--- src/rtl/adder_share_arb_pkg.sv ---
// Shared types and constants for the shared-adder arbiter: data width,
// the 9-bit {carry,sum} result and the requester-tag width helper.
package adder_share_arb_pkg;

  localparam int DATA_W = 8;

  typedef struct packed {
    logic              carry;
    logic [DATA_W-1:0] sum;
  } result_t;

  // The output register is the whole state: EMPTY means res_valid=0.
  typedef enum logic {
    EMPTY = 1'b0,
    FULL  = 1'b1
  } state_e;

  function automatic int id_width(input int n);
    return (n <= 2) ? 1 : $clog2(n);
  endfunction

endpackage

--- src/rtl/adder_share_arb_if.sv ---
// Request/result bundle between the requesters/consumer (master) and the
// shared-adder arbiter (slave).
interface adder_share_arb_if
  import adder_share_arb_pkg::*;
#(
  parameter int N_REQ = 3,
  parameter int ID_W  = 2
);

  logic [N_REQ-1:0]        req_valid;
  logic [DATA_W*N_REQ-1:0] req_in1;
  logic [DATA_W*N_REQ-1:0] req_in2;
  logic [N_REQ-1:0]        req_ack;
  logic                    res_valid;
  logic                    res_ready;
  logic [DATA_W-1:0]       res_sum;
  logic                    res_carry;
  logic [ID_W-1:0]         res_id;

  modport master (
    output req_valid, req_in1, req_in2, res_ready,
    input  req_ack, res_valid, res_sum, res_carry, res_id
  );

  modport slave (
    input  req_valid, req_in1, req_in2, res_ready,
    output req_ack, res_valid, res_sum, res_carry, res_id
  );

endinterface

--- src/rtl/adder_share_arb_rr_pick.sv ---
// Combinational round-robin picker: first set request at or above ptr_i,
// wrapping around, returned as a one-hot grant and a binary index.
module rr_pick #(
  parameter int N_REQ = 3,
  parameter int ID_W  = 2
) (
  input  logic [N_REQ-1:0] req_i,
  input  logic [ID_W-1:0]  ptr_i,
  output logic [N_REQ-1:0] grant_o,
  output logic [ID_W-1:0]  idx_o
);

  logic found;
  int   cand;

  // NOTE: every output of a combinational block gets a default first, so no path leaves it unassigned and a latch is never inferred.
  always_comb begin
    grant_o = '0;
    idx_o   = '0;
    found   = 1'b0;
    cand    = 0;
    for (int k = 0; k < N_REQ; k++) begin
      cand = (int'(ptr_i) + k) % N_REQ;
      if (!found && req_i[cand]) begin
        found         = 1'b1;
        grant_o[cand] = 1'b1;
        idx_o         = ID_W'(cand);
      end
    end
  end

endmodule

--- src/rtl/adder_share_arb.sv ---
// Round-robin arbiter for the single shared 8-bit adder: grants one requester
// per cycle and registers its tagged {carry,sum} behind a valid/ready handshake.
module adder_share_arb
  import adder_share_arb_pkg::*;
#(
  parameter int N_REQ = 3,
  parameter int ID_W  = id_width(N_REQ)
) (
  input  logic                clock,
  input  logic                reset,
  adder_share_arb_if.slave    bus
);

  logic [N_REQ-1:0]  grant;
  logic [ID_W-1:0]   idx;
  logic              can_accept;
  logic              any_ack;
  logic [DATA_W-1:0] op1;
  logic [DATA_W-1:0] op2;
  result_t           sum_new;

  state_e            state_d, state_q;
  logic [ID_W-1:0]   ptr_d,   ptr_q;
  logic [ID_W-1:0]   id_d,    id_q;
  result_t           res_d,   res_q;

  rr_pick #(
    .N_REQ (N_REQ),
    .ID_W  (ID_W)
  ) u_pick (
    .req_i   (bus.req_valid),
    .ptr_i   (ptr_q),
    .grant_o (grant),
    .idx_o   (idx)
  );

  // A slot is free when empty or when the held result leaves this same edge.
  assign can_accept  = (state_q == EMPTY) || bus.res_ready;
  assign bus.req_ack = (can_accept && !reset) ? grant : '0;
  assign any_ack     = |bus.req_ack;

  assign op1     = bus.req_in1[int'(idx)*DATA_W +: DATA_W];
  assign op2     = bus.req_in2[int'(idx)*DATA_W +: DATA_W];
  assign sum_new = {1'b0, op1} + {1'b0, op2};

  always_comb begin
    state_d = state_q;
    ptr_d   = ptr_q;
    id_d    = id_q;
    res_d   = res_q;
    if (any_ack) begin
      state_d = FULL;
      ptr_d   = (idx == ID_W'(N_REQ - 1)) ? '0 : idx + ID_W'(1);
      id_d    = idx;
      res_d   = sum_new;
    end else if (state_q == FULL && bus.res_ready) begin
      state_d = EMPTY;
    end
  end

  // NOTE: state registers use non-blocking assignments so every flop samples pre-edge values regardless of statement order.
  always_ff @(posedge clock) begin
    if (reset) begin
      state_q <= EMPTY;
      ptr_q   <= '0;
      id_q    <= '0;
      res_q   <= '0;
    end else begin
      state_q <= state_d;
      ptr_q   <= ptr_d;
      id_q    <= id_d;
      res_q   <= res_d;
    end
  end

  assign bus.res_valid = (state_q == FULL);
  assign bus.res_sum   = res_q.sum;
  assign bus.res_carry = res_q.carry;
  assign bus.res_id    = id_q;

endmodule
--- src/flat_wrapper.sv ---
// flat-port wrapper written by rule: the top's interface ports become plain ports
module adder_share_arb_flat import adder_share_arb_pkg::*;
#(
  parameter int N_REQ = 3,
  parameter int ID_W  = id_width(N_REQ)
)
  (clock, reset, bus_req_valid, bus_req_in1, bus_req_in2, bus_res_ready, bus_req_ack, bus_res_valid, bus_res_sum, bus_res_carry, bus_res_id);
  adder_share_arb_if #(.N_REQ(N_REQ), .ID_W(ID_W)) bus_i ();
  input  logic clock;
  input  logic reset;
  input wire logic [$bits(bus_i.req_valid)-1:0] bus_req_valid;
  input wire logic [$bits(bus_i.req_in1)-1:0] bus_req_in1;
  input wire logic [$bits(bus_i.req_in2)-1:0] bus_req_in2;
  input wire logic [$bits(bus_i.res_ready)-1:0] bus_res_ready;
  output wire logic [$bits(bus_i.req_ack)-1:0] bus_req_ack;
  output wire logic [$bits(bus_i.res_valid)-1:0] bus_res_valid;
  output wire logic [$bits(bus_i.res_sum)-1:0] bus_res_sum;
  output wire logic [$bits(bus_i.res_carry)-1:0] bus_res_carry;
  output wire logic [$bits(bus_i.res_id)-1:0] bus_res_id;
  assign bus_i.req_valid = bus_req_valid;
  assign bus_i.req_in1 = bus_req_in1;
  assign bus_i.req_in2 = bus_req_in2;
  assign bus_i.res_ready = bus_res_ready;
  assign bus_req_ack = bus_i.req_ack;
  assign bus_res_valid = bus_i.res_valid;
  assign bus_res_sum = bus_i.res_sum;
  assign bus_res_carry = bus_i.res_carry;
  assign bus_res_id = bus_i.res_id;
  adder_share_arb #(.N_REQ(N_REQ), .ID_W(ID_W)) u_core (.clock(clock), .reset(reset), .bus(bus_i));
endmodule
--- config.mk ---
export PLATFORM = sky130hd
export DESIGN_NAME = adder_share_arb_flat
export DESIGN_NICKNAME = d
export VERILOG_FILES = /design/src/rtl/adder_share_arb_pkg.sv /design/src/rtl/adder_share_arb_if.sv /design/src/rtl/adder_share_arb_rr_pick.sv /design/src/rtl/adder_share_arb.sv /design/src/flat_wrapper.sv
export SDC_FILE = /design/constraint.sdc
export NUM_CORES = 1
export LEC_CHECK = 0
export CAP_MARGIN = 20
export CORE_MARGIN = 2
export CORE_UTILIZATION = 50
export CTS_CLUSTER_DIAMETER = 150
export DETAILED_ROUTE_END_ITERATION = 8
export DONT_BUFFER_PORTS = 1
export PLACE_DENSITY = 0.65
export SETUP_SLACK_MARGIN = 0.4
export SYNTH_ARGS = -nofsm -noshare
export SYNTH_HDL_FRONTEND = slang
export SYNTH_SLANG_ARGS = --single-unit
--- constraint.sdc ---
create_clock -name clock -period 7.75 [get_ports clock]
set_input_delay 1.55 -clock clock [delete_from_list [all_inputs] [get_ports clock]]
set_output_delay 1.55 -clock clock [all_outputs]
set_load 0.05 [all_outputs]
==> reports/metrics.csv <==
stage,metric,value,unit
clock_network,postCtsSetupRepairBufs,0,
clock_network,clock_tree.root_cell,sky130_fd_sc_hd__clkbuf_4,
sta,final_min_period_over_clock_period,62.0,%
min_path,min_path_type,reg2reg,
clock_network,post_cts_resize_count,0,
floorplan,top_level_ports,69,
clock_network,cts_clk_pin_slew_worst_paths,0.08,ns
clock_network,clock_latency,0.27,ns
drt,detail_route.iter0.violations,48,
logic_synthesis,synth.lib_cells_used.distinct,37,
global_route,grt.total_usage,17.8,%
final_layout,most_frequent_cells_in_the_layout,"sky130_fd_sc_hd__mux2i_1, sky130_fd_sc_hd__o2bb2ai_1, sky130_fd_sc_hd__dfxtp_1",
logic_synthesis,mappedNetlistArea,0.00149,mm²
clock_network,htree_levels,1,
sta,postLayoutSetupSlackWorst,2.94,ns
critical_path,critical_path.max_fanout,20,
global_route,antenna_found_initial,0,
placed_design,place.gp.congestion,0.894,
final_layout,post_route_cells_drive_above_1_share,10.9,%
job,maxCapViolations,0,
placed_design,detailedPlacementHpwl,2550,µm
floorplan,floorplan.die.width,58.7,µm
sta,slew_headroom,41.8,%
critical_path,worstSetupPathType,in2reg,
clock_network,cts-hold-fix-buffers,0,
logic_synthesis,synth_cells,167,
sta,timing.clock.skew,0.00110,ns
critical_path,timing.critical_path.from_type,input port,
drt,drcViolationCount,2,
global_route,first_global_vias,1154,
final_layout,antennaDiodeCount,0,
floorplan,placement_rows,19,
logic_synthesis,synth_net_count,234,
logic_synthesis,synth_edf_count,0,
sta,worst_hold_slack,0.529,ns
sta,worst_slew_pin_slew,0.855,ns
outcome,failed_checks,design-rule violations,
outcome,status,"complete, but fails checks",
drt,drt_first_pass_iters,7,
floorplan,die_area,0.00344,mm²
critical_path,worst_setup_path_end_kind,flop,
sta,finalSetupViolCount,0,
logic_synthesis,muxShareOfSynthArea,23.8,%
clock_network,numClockSinks,14,
sta,timing.final.crit_period,4.81,ns
logic_synthesis,yosys.area_share.simple,16.8,%
clock_network,cts-buffers-inserted,3,
drt,postRouteAntennaNets,0,
min_path,min_path_cells,2,
final_layout,final_nets,233,
placed_design,numPortBuffers,0,
logic_synthesis,yosys.area_share.adder,11.4,%
final_layout,finish.instance_area,0.00155,mm²
critical_path,critical_path_arrival,4.94,ns
logic_synthesis,synth_area_per_cell,8.95,µm²
placed_design,dp_slack,2.61,ns
global_route,grt_start_max_net_pins,21,
logic_synthesis,synth_top_family_by_area,multiplexers,
sta,totalNegativeSetupSlack,0,ns
floorplan,core_region_area,0.00281,mm²
floorplan,die-height,58.7,µm
critical_path,required,7.88,ns
final_layout,flow.area_growth_from_synthesis,3.77,%
floorplan,start_util,53.3,%
logic_synthesis,synth_compound_area_share,20.2,%
drt,drt-vias-per-instance,6.14,
drt,detailroute.via_count,1203,
drt,wirelength,3070,µm
logic_synthesis,synth_seq_area_share,18.8,%
logic_synthesis,synth_warnings,0,
final_layout,fillCellCount,264,
global_route,global_route.overflow_total,0,
critical_path,timing.reg2reg.worst_path_depth,15,
final_layout,layout_commonest_cell,sky130_fd_sc_hd__mux2i_1,
logic_synthesis,postSynthRegisterBits,14,
clock_network,tritoncts,done,
sta,clock.fmax,0.208,GHz
sta,finalMaxSlewViolations,0,
logic_synthesis,synth_async_reset_ratio,0,%
placed_design,dpl_cell_area,0.00151,mm²
global_route,grt_first_pass_wirelength,4870,µm
sta,total_count_of_hold_check_failures_in_the_final_report,0,
drt,wire_per_inst,15.6,µm
sta,grt_setup_unrepaired,false,
clock_network,clockBufferDepth,2,
logic_synthesis,yosys_most_used_dff,sky130_fd_sc_hd__dfxtp_1,
logic_synthesis,synth_xor_xnor_area_share,3.52,%
-- through the flow --
stage	instances	util, %
finish	196	55.3
global route	196	55.3
CTS	196	55.3
detailed placement	192	54.0
global placement	192	54.0
floorplan	167	-
-- cells in the mapped netlist, types with 3 or more instances --
| cell type | instances | area (µm²) |
|---|---|---|
| sky130_fd_sc_hd__a21oi_1 | 7 | 35.0 |
| sky130_fd_sc_hd__buf_2 | 4 | 20.0 |
| sky130_fd_sc_hd__dfxtp_1 | 14 | 280 |
| sky130_fd_sc_hd__ha_1 | 12 | 150 |
| sky130_fd_sc_hd__inv_1 | 8 | 30.0 |
| sky130_fd_sc_hd__mux2_2 | 4 | 45.0 |
| sky130_fd_sc_hd__mux2i_1 | 28 | 280 |
| sky130_fd_sc_hd__nand2_1 | 8 | 30.0 |
| sky130_fd_sc_hd__nand2b_1 | 11 | 68.8 |
| sky130_fd_sc_hd__nand3_1 | 4 | 20.0 |
| sky130_fd_sc_hd__nor2_1 | 4 | 15.0 |
| sky130_fd_sc_hd__nor2b_1 | 6 | 37.5 |
| sky130_fd_sc_hd__o211ai_1 | 3 | 22.5 |
| sky130_fd_sc_hd__o21ai_0 | 5 | 25.0 |
| sky130_fd_sc_hd__o2bb2ai_1 | 17 | 149 |
| sky130_fd_sc_hd__xnor2_1 | 3 | 26.3 |
| sky130_fd_sc_hd__xor2_1 | 3 | 26.3 |
-- cell type report --
class	instances	area (µm²)	area share, %
clock buffer	4	36.3	2.34
inverter	8	30.0	1.94
multi-input combinational	136	1140	73.7
sequential	14	280	18.1
tap	31	38.8	2.50
timing repair buffer	3	22.5	1.45
-- logic make-up after synthesis --
logic type                 after synthesis
AOI/OAI and AO/OA                       40
xor gates and xnor gates                 6
adders and majority gates               13
buffers and inverters                   17
DFF                                     14
muxes                                   34
and+or+nand+nor                         43
-- registers in the layout, summed over array words and instances (netlist names) --
register and count:
u_core.bus.res_sum 8, u_core.bus.res_id 2, u_core.ptr_q 2, u_core.bus.res_carry 1, u_core.bus.res_valid 1
-- worst paths after layout --
check | startpoint | slack [ns] | endpoint
max | bus_req_valid[1] | 2.94 | u_core.bus.res_sum[7]
min | u_core.ptr_q[0] | 0.53 | u_core.ptr_q[0]
min reg2reg | u_core.ptr_q[0] | 0.53 | u_core.ptr_q[0]
max reg2reg | u_core.ptr_q[0] | 3.26 | u_core.bus.res_sum[7]
-- worst max-delay path: stages --
cell and delay, ns:
sky130_fd_sc_hd__mux2i_1 0.20, sky130_fd_sc_hd__o21a_1 0.16, sky130_fd_sc_hd__nand2_1 0.11, sky130_fd_sc_hd__mux2i_4 0.72, sky130_fd_sc_hd__and2_1 0.57, sky130_fd_sc_hd__o2bb2ai_1 0.24, sky130_fd_sc_hd__ha_1 0.28, sky130_fd_sc_hd__a21oi_1 0.18
sky130_fd_sc_hd__o211ai_1 0.14, sky130_fd_sc_hd__or4_1 0.40, sky130_fd_sc_hd__o311ai_0 0.12, sky130_fd_sc_hd__xor2_1 0.18, sky130_fd_sc_hd__mux2i_1 0.08
-- metal layers --
layer  routed length [µm]  vias to the layer above  global-route usage (%)
li1                     -                      606                       -
met3                  202                        2                    1.98
met4                   23                        0                    5.52
met1                 1190                      547                    19.1
met2                 1650                       48                    35.6
met5                    0                        -                       0
Power is not shown: default switching activity piles up to over one toggle a cycle in this logic, so the estimate is an artifact.
